**config.mk**
```make
export PLATFORM = sky130hd
export DESIGN_NAME = forward_ctrl
export DESIGN_NICKNAME = d
export VERILOG_FILES = /design/src/rtl/forward_ctrl.sv
export SDC_FILE = /design/constraint.sdc
export NUM_CORES = 1
export LEC_CHECK = 0
export CORE_MARGIN = 2
export CORE_UTILIZATION = 30
export DETAILED_ROUTE_END_ITERATION = 16
export GPL_ROUTABILITY_DRIVEN = 0
export PLACE_DENSITY = 0.58
export SYNTH_ARGS = -nofsm -noshare
export SYNTH_HDL_FRONTEND = slang
export SYNTH_SLANG_ARGS = --single-unit
```
**constraint.sdc**
```tcl
create_clock -name clk_i -period 2.1 [get_ports clk_i]
set_clock_uncertainty 0.15 [all_clocks]
set_input_delay 0.42 -clock clk_i [delete_from_list [all_inputs] [get_ports clk_i]]
set_output_delay 0.42 -clock clk_i [all_outputs]
set_load 0.02 [all_outputs]
```
**src/rtl/forward_ctrl.sv**
```systemverilog
// -----------------------------------------------------------------------------
// forward_ctrl
//
// Forwarding and load-use hazard control for a classic five-stage pipeline.
// The block keeps its own shadow copy of the EX, MEM and WB destination
// information, so it needs only the ID-stage register fields as inputs.
//
// Operand selects (fwd_a_o / fwd_b_o) are registered: they are computed while
// an instruction sits in ID and are presented for the whole cycle that
// instruction occupies EX. stall_o is combinational and holds PC and IF/ID
// while a load in EX feeds the instruction in ID.
//
// Ports
//   clk_i          rising-edge clock
//   rst_i          synchronous, active-low reset
//   id_rs_i        rs of the ID instruction
//   id_rt_i        rt of the ID instruction
//   id_rd_i        write destination of the ID instruction
//   id_regwrite_i  ID instruction writes the register file
//   id_memread_i   ID instruction is a load
//   id_use_rt_i    ID instruction reads rt as a source
//   flush_i        squash the ID instruction (taken branch)
//   fwd_a_o        EX operand-A select: 00 regfile, 01 EX/MEM, 10 MEM/WB
//   fwd_b_o        EX operand-B select, same encoding
//   stall_o        hold PC and IF/ID this cycle
//   stall_cnt_o    saturating count of stall cycles (optional)
//
// Configuration
//   FORWARD_CTRL_STALL_CNT_EN  when defined, adds stall_cnt_o and its counter.
// -----------------------------------------------------------------------------
module forward_ctrl #(
    parameter int unsigned REG_W = 5
) (
    input  logic             clk_i,
    input  logic             rst_i,
    input  logic [REG_W-1:0] id_rs_i,
    input  logic [REG_W-1:0] id_rt_i,
    input  logic [REG_W-1:0] id_rd_i,
    input  logic             id_regwrite_i,
    input  logic             id_memread_i,
    input  logic             id_use_rt_i,
    input  logic             flush_i,
    output logic [1:0]       fwd_a_o,
    output logic [1:0]       fwd_b_o,
    output logic             stall_o
`ifdef FORWARD_CTRL_STALL_CNT_EN
    ,
    output logic [15:0]      stall_cnt_o
`endif
);

    typedef enum logic [1:0] {
        SEL_RF    = 2'b00,
        SEL_EXMEM = 2'b01,
        SEL_MEMWB = 2'b10
    } fwd_sel_e;

    // Shadow pipeline entries.
    logic [REG_W-1:0] ex_rd_q,  ex_rd_d;
    logic             ex_rw_q,  ex_rw_d;
    logic             ex_mr_q,  ex_mr_d;
    logic [REG_W-1:0] mem_rd_q, mem_rd_d;
    logic             mem_rw_q, mem_rw_d;
    logic [REG_W-1:0] wb_rd_q,  wb_rd_d;
    logic             wb_rw_q,  wb_rw_d;

    fwd_sel_e fwd_a_q, fwd_a_d;
    fwd_sel_e fwd_b_q, fwd_b_d;

    logic bubble;

    // WB is tracked so the shadow pipeline mirrors the real one, but it is
    // never a forwarding source: the register file writes in the first half
    // of the cycle, so ID already reads the WB value.
    logic wb_unused;
    assign wb_unused = ^{wb_rd_q, wb_rw_q};

    // Most recent producer wins: EX is checked before MEM. Register 0 is
    // hard-wired to zero and is never forwarded.
    function automatic fwd_sel_e src_sel(input logic [REG_W-1:0] src,
                                         input logic [REG_W-1:0] ex_rd,
                                         input logic             ex_rw,
                                         input logic [REG_W-1:0] mem_rd,
                                         input logic             mem_rw);
        fwd_sel_e sel;
        sel = SEL_RF;
        if (src != '0) begin
            if (ex_rw && (ex_rd == src)) begin
                sel = SEL_EXMEM;
            end else if (mem_rw && (mem_rd == src)) begin
                sel = SEL_MEMWB;
            end
        end
        return sel;
    endfunction

    // Load-use hazard: the load's data is not available until after MEM, so
    // the dependent instruction must wait one cycle in ID.
    always_comb begin
        stall_o = 1'b0;
        if (ex_mr_q && (ex_rd_q != '0)) begin
            stall_o = (ex_rd_q == id_rs_i) || (id_use_rt_i && (ex_rd_q == id_rt_i));
        end
    end

    // A stall and a flush together still inject exactly one bubble.
    assign bubble = stall_o | flush_i;

    always_comb begin
        // NOTE: every signal driven here gets a default first, so no path
        // leaves a value unassigned and no latch is inferred.
        ex_rd_d  = '0;
        ex_rw_d  = 1'b0;
        ex_mr_d  = 1'b0;
        fwd_a_d  = SEL_RF;
        fwd_b_d  = SEL_RF;

        mem_rd_d = ex_rd_q;
        mem_rw_d = ex_rw_q;
        wb_rd_d  = mem_rd_q;
        wb_rw_d  = mem_rw_q;

        if (!bubble) begin
            ex_rd_d = id_rd_i;
            ex_rw_d = id_regwrite_i;
            ex_mr_d = id_memread_i;
            fwd_a_d = src_sel(id_rs_i, ex_rd_q, ex_rw_q, mem_rd_q, mem_rw_q);
            if (id_use_rt_i) begin
                fwd_b_d = src_sel(id_rt_i, ex_rd_q, ex_rw_q, mem_rd_q, mem_rw_q);
            end
        end
    end

    // NOTE: sequential state uses non-blocking assignments so every flop
    // samples the pre-edge values, independent of statement order.
    always_ff @(posedge clk_i) begin
        if (!rst_i) begin
            ex_rd_q  <= '0;
            ex_rw_q  <= 1'b0;
            ex_mr_q  <= 1'b0;
            mem_rd_q <= '0;
            mem_rw_q <= 1'b0;
            wb_rd_q  <= '0;
            wb_rw_q  <= 1'b0;
            fwd_a_q  <= SEL_RF;
            fwd_b_q  <= SEL_RF;
        end else begin
            ex_rd_q  <= ex_rd_d;
            ex_rw_q  <= ex_rw_d;
            ex_mr_q  <= ex_mr_d;
            mem_rd_q <= mem_rd_d;
            mem_rw_q <= mem_rw_d;
            wb_rd_q  <= wb_rd_d;
            wb_rw_q  <= wb_rw_d;
            fwd_a_q  <= fwd_a_d;
            fwd_b_q  <= fwd_b_d;
        end
    end

    assign fwd_a_o = fwd_a_q;
    assign fwd_b_o = fwd_b_q;

`ifdef FORWARD_CTRL_STALL_CNT_EN
    logic [15:0] stall_cnt_q, stall_cnt_d;

    always_comb begin
        stall_cnt_d = stall_cnt_q;
        if (stall_o && (stall_cnt_q != 16'hFFFF)) begin
            stall_cnt_d = stall_cnt_q + 16'd1;
        end
    end

    always_ff @(posedge clk_i) begin
        if (!rst_i) begin
            stall_cnt_q <= 16'd0;
        end else begin
            stall_cnt_q <= stall_cnt_d;
        end
    end

    assign stall_cnt_o = stall_cnt_q;
`endif

endmodule

```
* Word level (Yosys, flattened, before mapping)
Index checks and enable logic that the tools add are counted.
W data, S select, Z words.
** Word-level totals
- Logic and storage cells :: 38
- Bits in writable memories :: 0
- Output and inout bits :: 5
- Memories :: 0
- Memory bits (read-only) :: 0
- Input port bits :: 21
- Register bits after elaboration :: 17
- Bits in latches :: 0
** Cells by class
- Bitwise operators :: 5
- Shift operators :: 0
- $mul :: 0
- Add/subtract/negate cells :: 0
- Reduce and logical (&&, ||, !) cells :: 15
- Order comparisons :: 0
- Divide/modulo/power cells :: 0
- Mux-type cells :: 5
- Eq/ne operators :: 4
** Operators by type and width (count)
- $eq A5 B5 Y1 :: 4
- $reduce_bool A5 Y1 :: 3
- $reduce_or A4 Y1 :: 2
- $logic_and A1 B1 Y1 :: 6
- $reduce_or A5 Y1 :: 1
- $mux W2 :: 2
- $not A1 Y1 :: 4
- $mux W1 :: 3
- $reduce_or A3 Y1 :: 1
- $reduce_or A2 Y1 :: 1
- $logic_or A1 B1 Y1 :: 1
- $or A1 B1 Y1 :: 1

* Longest topological paths before layout
- Depth after elaboration :: 6
- Gate-level depth with buffers :: 5
- Mapped depth without buffers :: 4

* Least setup slack after synthesis
Ideal clock, no wire load.
- Path type :: input to output
- Start point :: input port id_rs_i[4]
- End point :: output port stall_o
- Data arrival time :: 1.396 ns
- Required time :: 1.530 ns
- Path slack :: 0.134 ns
- Stages :: 5
- Path buffers :: 1
- Cell sequence :: xnor2_1 > nand3_1 > o22ai_1 > clkbuf_1 > and2_1
** On the way
- Longest elaborated chain between the ends :: 3
** RTL lines
- from (decl) :: line 36 : input logic [REG_W-1:0] id_rs_i,
- $eq A5 B5 Y1 :: line 102 : stall_o = (ex_rd_q == id_rs_i) || (id_use_rt_i && (ex_rd_q == id_rt_i));
- $logic_or A1 B1 Y1 :: line 102
- $mux W1 :: line 101 : if (ex_mr_q && (ex_rd_q != '0)) begin
- to (decl) :: line 45 : output logic stall_o
Every way passes these cells.

* Final worst setup path
- Start point :: register ex_rd_q[3]
- End point :: output port stall_o
** On the way
- Longest elaborated chain between the ends :: 4
- Elaborated cells between the ends (all ways) :: 7
- Classes of those cells :: 2 x eq/ne; 1 x mux; 4 x reduce/logical
** RTL lines
- from (decl) :: line 59 : logic [REG_W-1:0] ex_rd_q, ex_rd_d;
- from (signal assigned) :: line 148 : ex_rd_q <= ex_rd_d;
- $eq A5 B5 Y1 :: line 102
- $logic_and A1 B1 Y1 :: line 102
- $logic_or A1 B1 Y1 :: line 102
- $mux W1 * :: line 101
Mark *: on every way between the ends. The rest lies on a longest branch, timed or not.

==> summary by stage <==
Layout
For this run, the post-layout net count is roughly 160. From synthesis to final layout, the design area changed by 68.75%. The repair_antennas step left the layout with diodes totalling 0.

After routing the design area is about 0.0014 mm2. The final non-filler cell total is 172. The share of post-route cells with drive strength above 1 is 0.3099.

Synth
Yosys printed 0 warnings. In the post-synthesis netlist, the biggest area contributors are sky130_fd_sc_hd__dfxtp_1, sky130_fd_sc_hd__xnor2_1, sky130_fd_sc_hd__xor2_1. The synthesis-stage register bit count is 17.

The number of nets handed over by synthesis was 107. Counting flops with a built-in enable in the synthesized netlist gives 0. The combined area of all synthesized cells is 800.8 um2.

For this run, the leading register cell type out of synthesis is sky130_fd_sc_hd__dfxtp_1. The count of different cell masters after synthesis is 24. By count the netlist is led by sky130_fd_sc_hd__dfxtp_1, sky130_fd_sc_hd__xnor2_1, sky130_fd_sc_hd__a21oi_1, sky130_fd_sc_hd__nand2_1, sky130_fd_sc_hd__xor2_1. In the synthesized netlist the async set-or-reset flop fraction comes to 0. The synthesized netlist cell count is 86. Of the post-synthesis cell area, the dominant cell type holds 0.4250. The sequential area share after synthesis is 0.4250. By instance count, the leading cell after synthesis is sky130_fd_sc_hd__dfxtp_1. In this run the mean area of a mapped cell was just over 9 um2. The cell accounting for the most synthesized area is sky130_fd_sc_hd__dfxtp_1.

Critical path
The worst path required time is between 1500 and 2000 ps. Along the worst path, the maximum fanout reaches 2. The critical path arrival is roughly 1600 ps. STA classifies the critical path endpoint as an output port. The startpoint class of the critical path is a flip-flop. Measured in cells, the most critical reg-to-reg path has a length of 10. The path type of the worst setup path is flip-flop to output port. The startpoint identified for the worst register-to-register timing path is ex_rd_q[0]. The launch point of the worst path is ex_rd_q[3].

Floorplan
The initial cell density of the core is 0.3203. The floorplan die height is about 56 um. The die footprint is a little over 0.003 mm2. The number of placement rows is 18. In this run the standard cell core region covers between 0.002 and 0.0025 mm2. The count of boundary I/O pins is 26.

The floorplan step set the die width to between 50 and 60 um.

Detailed routing
The routed length per placed instance is around 13 um. The total routed wirelength is approximately 2200 um. The first-iteration detailed-routing DRC count is 23. The number of detailed-routing iterations run before antenna repair is 4. The remaining antenna violation count after routing is 0. After detailed routing, the number of vias per cell comes to 4.593. The number of DRC violations after detailed routing is 0. The overall via count from detail_route is 790.

Timing
The count of endpoints failing hold in the final timing report is 0. The worst-case headroom to the max-slew limit is 0.7750. The transition at the pin with the smallest max-transition slack is between 300 and 400 ps.

Setup violations remaining at the end of the flow were counted as 1. In the finished design, the share of the clock period the worst path needs comes to 1.026. Timing would allow up to roughly 460 MHz. Once routing completed, OpenROAD measured the worst setup slack at -53.68 ps. The max-slew violation count is 0.

Across all hold checks on the routed design, the worst slack comes to 322.2 ps. The smallest clock period supported by the final layout is computed as 2154 ps. Setup repair after global routing could not meet its margin everywhere.

Clock tree
CTS saw 17 sinks. Clock tree synthesis inserted a total of 3 buffers. The CTS tree is built.

In this run, post-CTS hold repair placed 0 buffers. The tree is rooted in a sky130_fd_sc_hd__clkbuf_4. The source-to-sink clock delay at the later pin of the worst-skew pair is just under 300 ps. The deepest clock path buffer count is 2. CTS built an H-tree with a depth of 1. After clock tree synthesis, the clock-pin slew on the worst setup and hold paths is 90 ps.

Place
The post-detailed-placement cell area is ~0.0012 mm2. Input and output buffers added on the ports amount to 25. The number of placed cells counting well taps is 162. At the placement stage, the worst setup path has a slack of -628.5 ps.

The wire-length estimate of the detail-placed layout is 1717 um.

Worst hold path
The worst hold path begins at mem_rw_q. The worst hold path class is flip-flop to flip-flop. Counting instances, the worst hold path has a depth of 2.

Global routing
The total overflow left after global routing is 0. The first global-routing pass estimated roughly 3500 um of wire. Entering global routing, the biggest net connects 12 pins. The number of antenna violations at the first check in global routing is 0. The total global routing track utilization is 0.1457. The number of global-route vias before repair came to between 700 and 800.

Run status
The flow ran to the end, but the final reports show violations. The checks that failed: negative setup slack.

Run
The tool flagged a number of max-cap violations equal to 0.

Power
The leakage power figure is 0.0005792 uW. Power spread over the standard cell area amounts to about 490 mW/mm2. The peak supply drop is around 310 uV.
[worst paths after layout]
check | end | slack (ps)
max reg2reg | fwd_a_o[1] | 130
max | stall_o | -50
min | fwd_a_o[1] | 320
min reg2reg | fwd_a_o[1] | 320
[layout make-up]
cell class | count | area, um2
multi-input combinational | 66 | 471.7
tap | 30 | 37.54
sequential | 17 | 344.1
clock buffer | 4 | 26.28
fill | 236 | 1149
timing repair buffer | 55 | 471.7
[flip-flops by register name, indices dropped and copies added (netlist names)]
| signal | cells |
|---|---|
| mem_rd_q | 5 |
| ex_mr_q | 1 |
| fwd_b_o | 2 |
| ex_rd_q | 5 |
| ex_rw_q | 1 |
| mem_rw_q | 1 |
| fwd_a_o | 2 |
[power breakdown]
group	leakage, uW	switching (uW)	internal, uW	total [uW]
logic	0.000425	56.7	95.5	152
clock network	0.0000150	98.4	73.9	172
registers	0.000140	7.82	331	339
total	0.000579	163	501	664
[layout by cell type, fill, tap and decap left out, drive strengths merged]
cell / n
a21oi: 8
o211ai: 1
nand3: 7
buf: 31
xor2: 8
clkbuf: 4
o21bai: 1
dfxtp: 17
dlymetal6s2s: 2
o21ai: 1
or4: 3
a211oi: 1
o22ai: 1
nor2: 1
a2111oi: 1
o21a: 1
dlygate4sd2: 8
and2: 7
clkdlybuf4s50: 14
nor4: 3
xnor2: 12
nand2: 8
nor2b: 1
or3: 1
[cells by family (layout without fill, tap and decap cells)]
| kind of cell | Yosys count | count (layout) | share of synthesized area |
|---|---|---|---|
| AND/OR/NAND/NOR | 31 | 31 | 0.2172 |
| XOR/XNOR | 20 | 20 | 0.2188 |
| flip-flops | 17 | 17 | 0.4250 |
| AO/OA/AOI/OAI | 15 | 15 | 0.1141 |
| buffers and inverters | 3 | 59 | 0.02499 |
[routing by layer]
metal  GRT usage  share of wire  vias to the layer above
met5           0              0                        -
met4     0.02091              0                        0
met3     0.05349          0.058                        0
met2      0.2670           0.52                       23
met1      0.1631           0.42                      360
li1            -              -                      407
[critical path, cell delays in order, from the launching register on]
cell and delay (ps):
sky130_fd_sc_hd__dfxtp_2 320, sky130_fd_sc_hd__or4_1 520, sky130_fd_sc_hd__o21a_1 190, sky130_fd_sc_hd__and2_4 140, sky130_fd_sc_hd__buf_6 120
[per-stage QoR]
stage          utilization  TNS, ps  total power, uW
2_1_floorplan            -        0            394.6
3_3_place_gp        0.4995   -929.3            485.5
3_5_place_dp        0.4995    -1029            487.1
4_1_cts             0.5295   -78.25            664.2
5_1_grt             0.5405   -106.2            701.5
6_report            0.5405   -53.68            663.6
[what timing repair did]
item                                    CTS  global route
buffers inserted                          5             1
pin swaps                                 6             2
endpoints found under the setup margin    1             1
gates resized for setup                  20             4
Note: power is estimated with default switching activity, not from simulation.
